`config.mk`:
```
export PLATFORM = sky130hd
export DESIGN_NAME = instruction_compressor
export DESIGN_NICKNAME = d
export VERILOG_FILES = /design/src/rtl/instruction_compressor.sv
export SDC_FILE = /design/constraint.sdc
export NUM_CORES = 1
export LEC_CHECK = 0
export BUFFER_PORTS_ARGS = -buffer_cell sky130_fd_sc_hd__buf_4
export CELL_PAD_IN_SITES_DETAIL_PLACEMENT = 0
export CELL_PAD_IN_SITES_GLOBAL_PLACEMENT = 1
export CORE_MARGIN = 1
export CORE_UTILIZATION = 36
export CTS_CLUSTER_DIAMETER = 120
export DETAILED_ROUTE_END_ITERATION = 10
export PLACE_DENSITY_LB_ADDON = 0.1
export SLEW_MARGIN = 30
export SYNTH_ARGS = -nofsm -noshare
export SYNTH_HDL_FRONTEND = slang
export SYNTH_SLANG_ARGS = --single-unit
```
`constraint.sdc`:
```
create_clock -name clk -period 5.6 [get_ports clk]
set_input_delay 1.12 -clock clk [delete_from_list [all_inputs] [get_ports clk]]
set_output_delay 1.12 -clock clk [all_outputs]
set_load 0.02 [all_outputs]
```
`src/rtl/instruction_compressor.sv`:
```
// RV32I -> RVC compressor: shrinks eligible instructions to 16-bit parcels
// and packs the parcel stream into 32-bit fetch words.
module instruction_compressor (
  input  logic        clk,
  input  logic        rst,
  input  logic [31:0] in_instr,
  input  logic        in_valid,
  output logic        in_ready,
  input  logic        flush,
  output logic [31:0] out_word,
  output logic        out_valid,
  input  logic        out_ready,
  output logic [15:0] cnt_compressed
);

  typedef enum logic {
    EMPTY = 1'b0,
    HALF  = 1'b1
  } state_e;

  logic [6:0]  opc;
  logic [2:0]  f3;
  logic [6:0]  f7;
  logic [4:0]  rd;
  logic [4:0]  rs1;
  logic [4:0]  rs2;
  logic [11:0] imm_i;
  logic [11:0] imm_s;

  assign opc   = in_instr[6:0];
  assign f3    = in_instr[14:12];
  assign f7    = in_instr[31:25];
  assign rd    = in_instr[11:7];
  assign rs1   = in_instr[19:15];
  assign rs2   = in_instr[24:20];
  assign imm_i = in_instr[31:20];
  assign imm_s = {in_instr[31:25], in_instr[11:7]};

  logic is_addi;
  logic is_add;
  logic imm6;
  logic c_li;
  logic c_addi;
  logic c_mv;
  logic c_add;
  logic c_jr;
  logic c_lw;
  logic c_sw;

  assign is_addi = (opc == 7'h13) && (f3 == 3'b000);
  assign is_add  = (opc == 7'h33) && (f3 == 3'b000) && (f7 == 7'h00)
                && (rd != 5'd0) && (rs2 != 5'd0);
  assign imm6    = (imm_i[11:5] == {7{imm_i[5]}});

  assign c_li   = is_addi && (rs1 == 5'd0) && (rd != 5'd0) && imm6;
  assign c_addi = is_addi && (rs1 == rd) && (rd != 5'd0)
               && (imm_i != 12'd0) && imm6;
  assign c_mv   = is_add && (rs1 == 5'd0);
  assign c_add  = is_add && (rs1 == rd);
  assign c_jr   = (opc == 7'h67) && (f3 == 3'b000) && (rd == 5'd0)
               && (imm_i == 12'd0) && (rs1 != 5'd0);
  // Compressed loads/stores reach only x8..x15 and word offsets 0..124.
  assign c_lw   = (opc == 7'h03) && (f3 == 3'b010)
               && (rd[4:3] == 2'b01) && (rs1[4:3] == 2'b01)
               && (imm_i[11:7] == 5'd0) && (imm_i[1:0] == 2'b00);
  assign c_sw   = (opc == 7'h23) && (f3 == 3'b010)
               && (rs2[4:3] == 2'b01) && (rs1[4:3] == 2'b01)
               && (imm_s[11:7] == 5'd0) && (imm_s[1:0] == 2'b00);

  logic        is_c;
  logic [15:0] parcel;

  always_comb begin
    is_c   = 1'b1;
    parcel = 16'h0000;
    unique case (1'b1)
      c_li:   parcel = {3'b010, imm_i[5], rd, imm_i[4:0], 2'b01};
      c_addi: parcel = {3'b000, imm_i[5], rd, imm_i[4:0], 2'b01};
      c_mv:   parcel = {4'b1000, rd, rs2, 2'b10};
      c_add:  parcel = {4'b1001, rd, rs2, 2'b10};
      c_jr:   parcel = {4'b1000, rs1, 5'd0, 2'b10};
      c_lw:   parcel = {3'b010, imm_i[5:3], rs1[2:0],
                        imm_i[2], imm_i[6], rd[2:0], 2'b00};
      c_sw:   parcel = {3'b110, imm_s[5:3], rs1[2:0],
                        imm_s[2], imm_s[6], rs2[2:0], 2'b00};
      default: is_c = 1'b0;
    endcase
  end

  state_e      state_q;
  state_e      state_d;
  logic [15:0] pend_q;
  logic [15:0] pend_d;
  logic [31:0] word_q;
  logic [31:0] word_d;
  logic        valid_q;
  logic        valid_d;
  logic        flush_q;
  logic        flush_d;
  logic [15:0] cnt_q;
  logic [15:0] cnt_d;
  logic        accept;

  assign in_ready       = !valid_q || out_ready;
  assign accept         = in_valid && in_ready;
  assign out_word       = word_q;
  assign out_valid      = valid_q;
  assign cnt_compressed = cnt_q;

  always_comb begin
    state_d = state_q;
    pend_d  = pend_q;
    word_d  = word_q;
    valid_d = valid_q && !out_ready;
    flush_d = flush_q || flush;
    cnt_d   = cnt_q;
    if (accept) begin
      if (is_c) cnt_d = cnt_q + 16'd1;
      unique case (state_q)
        EMPTY: begin
          if (is_c) begin
            pend_d  = parcel;
            state_d = HALF;
          end else begin
            word_d  = in_instr;
            valid_d = 1'b1;
          end
        end
        HALF: begin
          valid_d = 1'b1;
          if (is_c) begin
            word_d  = {parcel, pend_q};
            state_d = EMPTY;
          end else begin
            word_d  = {in_instr[15:0], pend_q};
            pend_d  = in_instr[31:16];
          end
        end
      endcase
    end else if (flush_q && in_ready) begin
      // A fresh flush pulse arriving now stays latched for a later pass.
      flush_d = flush;
      if (state_q == HALF) begin
        word_d  = {16'h0001, pend_q};
        valid_d = 1'b1;
        state_d = EMPTY;
      end
    end
  end

  always_ff @(posedge clk) begin
    if (!rst) begin
      state_q <= EMPTY;
      pend_q  <= 16'h0000;
      word_q  <= 32'h0000_0000;
      valid_q <= 1'b0;
      flush_q <= 1'b0;
      cnt_q   <= 16'h0000;
    end else begin
      state_q <= state_d;
      pend_q  <= pend_d;
      word_q  <= word_d;
      valid_q <= valid_d;
      flush_q <= flush_d;
      cnt_q   <= cnt_d;
    end
  end

endmodule

```
==> summary.md <==
| Metric | Value |
|---|---|
| Post-cts sizing count | `0` |
| Final period util | `71.7%` |
| GPL Wtd Cong | `0.906` |
| Synth cell types | `68` |
| Initial antenna violation count | `0` |
| Cell area after layout | `0.00501 mm2` |
| Outcome | `complete, no violations` |
| Hold EP | `pend_q[14]$_SDFFE_PN0P_` |
| Worst hold path type | `register to register` |
| Clock buffer depth | `2` |
| Hpwl dp | `9950 um` |
| Hold Path Origin | `pend_q[14]$_SDFFE_PN0P_` |
| GRT Total Usage | `23.9%` |
| Peak supply drop | `112 uV` |
| DR WL/cell | `18.9 um` |
| N_diodes | `0` |
| Core ar. | `0.0109 mm2` |
| Crit-path slowest cell | `o211a_2` |
| Final slew viol count | `0` |
| Cts hold-fix bufs | `0` |
| Minimum clock period | `4.02 ns` |
| Combinational power share | `14.8%` |
| Io pins | `87` |
| Grt total ovfl | `0` |
| Critical Path Fanout Max | `41` |
| CP delay by family, top | `compound AO/OA/AOI/OAI gates` |
| Clk slew on worst S/H paths | `0.07 ns` |
| CP peak stage delay | `0.81 ns` |
| Final wirelength | `13500 um` |
| Post-DRT Antenna Nets | `0` |
| PD cells | `221 mW/mm2` |
| Row cnt | `38` |
| Reg2reg setup slack | `2.95 ns` |
| Pin slew with the least headroom to its limit | `0.859 ns` |
| Synth Register Bits | `67` |
| Mapped Area | `0.00405 mm2` |
| Post-synth EDFFs | `0` |
| Die area | `0.0117 mm2` |
| Area after DPL | `0.00479 mm2` |
| Worst R2R Start | `state_q$_SDFFE_PN0P_` |
| Yosys warns | `0` |
| Total number of vias | `4119` |
| DR iter-0 viols | `294` |
| Post-Layout Cell Count | `711` |
| Switching share of power | `27.1%` |
| Worst Clk Skew | `0.00428 ns` |
| Peak Freq | `249 MHz` |
| Worst Reg-to-Reg Cells | `4` |
| Seq/Total Area, Yosys | `33.1%` |
| Top_reg_cell synth | `dfxtp_1` |
| Largest cells by area after synthesis | `dfxtp_1 (33%), mux2i_1 (7.9%), nand2_1 (7.6%), mux2_2 (4.2%), a21oi_1 (3.8%)` |
| Residual DRC count | `0` |
| Fin worst setup slack | `1.58 ns` |
| Sink Count | `67` |
| Crit path kind | `input port to register` |
| CP required | `5.84 ns` |
| Critical R2R Capture | `pend_q[4]$_SDFFE_PN0P_` |
| Placed insts | `695` |
| CP Cell Sequence | `buf_4, or2_0, nor4_1, nand4_1, a21oi_1, o211a_2, mux2_4, mux2_2` |
| Net Switching | `301 uW` |
| Final setup viols | `0` |
| Worst hold slack | `0.465 ns` |
| Pint | `808 uW` |
| Worst setup EP type | `register` |
| Yosys top cell by area | `dfxtp_1` |
| Initial DRT Pass Iterations | `4` |
| Unrepaired setup endpoints after global routing | `false` |
| Clock Power Share | `40.4%` |
| Layout area overhead | `23.8%` |
| CTS H-tree lvls | `3` |
| Final hold vios | `0` |
| Initial core utilization | `37.2%` |
| Post-route setup TNS | `0 ns` |
| Max Cap Viol | `0` |
| Startpoint types | `input port` |
| TritonCTS Buffers | `9` |
| Place WS | `1.14 ns` |
| Async set or reset register ratio after synthesis | `0%` |
| Gate Count Post-Synth | `494` |
| Number of global-route vias before repair | `3895` |
| Syn nets | `533` |
| Root Buffer | `clkbuf_8` |
| Die width | `108 um` |
| Worst-Skew Late Latency | `0.35 ns` |
| Relative slew slack | `42.7%` |
| Critical Path AT | `4.26 ns` |
| Share of cells above drive strength 1 | `24.5%` |
| Die height | `108 um` |
| Global-route wire length before repair | `21100 um` |
| Post-synth top area share | `33.1%` |
| Leak | `2.06 nW` |
| Flop pwr share | `44.8%` |
| Largest net degree at the start of global routing | `75` |
| Post-CTS Setup Inserts | `0` |
| # nets final | `605` |
| WHS Path Cells | `2` |
| CP bufs+invs | `1` |
| Avg Inst Size Synth | `8.20 um2` |
| I/O Buffers | `86` |
| Avg Vias per Cell | `5.79` |
| TritonCTS clock tree | `yes` |
-- Yosys cell counts (4+ instances only) --
cell and instances:
o211ai_1 7, o41ai_1 4, a211o_1 6, a221oi_1 8, xnor2_1 5, o31ai_1 7, nand2b_1 10, o2bb2ai_1 6
dfxtp_1 67, nand2_1 82, or3_1 6, and3_1 5, or4_1 6, nor3_1 5, nor2_1 18, and2_1 6
buf_2 4, mux2i_1 32, clkbuf_1 23, a21oi_1 31, mux2_2 15, nand3b_1 4, a221o_1 4, inv_1 15
a211oi_1 5, nand3_1 23, o21ai_0 23, o311ai_0 4, a22oi_1 6
-- layout by cell type (no fill, tap or decap), drive strengths merged, types with 4 or more instances in the layout --
| master | instances |
|---|---|
| o41ai | 4 |
| nand4 | 4 |
| nand3 | 23 |
| o311ai | 4 |
| nand3b | 4 |
| nand2 | 82 |
| a211o | 6 |
| or3 | 6 |
| a221o | 4 |
| or4 | 7 |
| o31ai | 7 |
| o21ai | 23 |
| and2 | 6 |
| dfxtp | 67 |
| o2bb2ai | 6 |
| a221oi | 8 |
| a211oi | 6 |
| mux2i | 32 |
| mux2 | 16 |
| xnor2 | 5 |
| inv | 16 |
| nor2 | 18 |
| nand2b | 10 |
| and3 | 5 |
| nor4 | 6 |
| a21oi | 32 |
| buf | 92 |
| a22oi | 6 |
| o211ai | 7 |
| clkbuf | 10 |
| nor3 | 5 |
-- cells by family (layout without fill, tap and decap cells) --
logic type / after synthesis / in the layout / synth area share, %
AO/OA/AOI/OAI: 137 / 137 / 23.9
multiplexers: 48 / 48 / 12.4
flip-flops: 67 / 67 / 33.1
buffers and inverters: 47 / 124 / 4.85
adder cells (fa/ha/maj): 2 / 2 / 0.618
AND/OR/NAND/NOR: 188 / 188 / 24.0
XOR/XNOR: 5 / 5 / 1.08
-- worst register-to-register path, stage by stage (launching register included) --
cell,delay (ns)
dfxtp_1,0.82
inv_1,0.60
nand2_1,0.38
mux2_4,0.37
mux2_2,0.37
-- power by group through the flow --
stage | clock network, mW | registers [mW] | logic [mW]
final | 0.447 | 0.497 | 0.164
after global routing | 0.481 | 0.499 | 0.178
after CTS | 0.464 | 0.497 | 0.165
after floorplan | 0 | 0.523 | 0.0702
after detailed placement | 0 | 0.508 | 0.165
after global placement | 0 | 0.508 | 0.164
-- per-layer routing --
| layer | vias up | part of all wire, % | GRT usage [%] |
|---|---|---|---|
| met5 | - | 0 | 0 |
| met2 | 137 | 48 | 39.5 |
| met4 | 0 | 3.7 | 11.5 |
| met1 | 1970 | 44 | 29.8 |
| li1 | 1984 | - | - |
| met3 | 28 | 5.1 | 4.10 |
-- flip-flops by register name, summed over array words and instances, names as in the netlist --
name	cells
flush_q	1
cnt_compressed	16
pend_q	16
state_q	1
out_valid	1
out_word	32
-- worst max path at each step --
stage	startpoint	end	slack [ns]	cells after the start
finish	in_instr[20]	pend_q[4]$_SDFFE_PN0P_	1.58	8
global route	in_instr[20]	pend_q[4]$_SDFFE_PN0P_	1.33	8
CTS	in_instr[20]	out_word[26]$_SDFFE_PN0P_	1.51	8
detailed placement	in_instr[20]	out_word[27]$_SDFFE_PN0P_	1.14	8
global placement	in_instr[20]	out_word[31]$_SDFFE_PN0P_	1.24	8
floorplan	in_instr[20]	pend_q[14]$_SDFFE_PN0P_	2.27	8
-- cell type report --
class                   count  area [um2]
well taps                 140         175
inverters                  16        60.1
flip-flops and latches     67        1340
clock buffers              10         128
fillers                  1110        5870
multi-input cells         380        2530
clock inverters             6        88.8
repair buffers             92         691
-- metrics by stage --
step	util, %	total power, mW
floorplan	-	0.593
global placement	43.9	0.672
detailed placement	44.0	0.673
CTS	46.0	1.13
global route	46.1	1.16
finish	46.1	1.11
(Power assumes the default switching activity.)
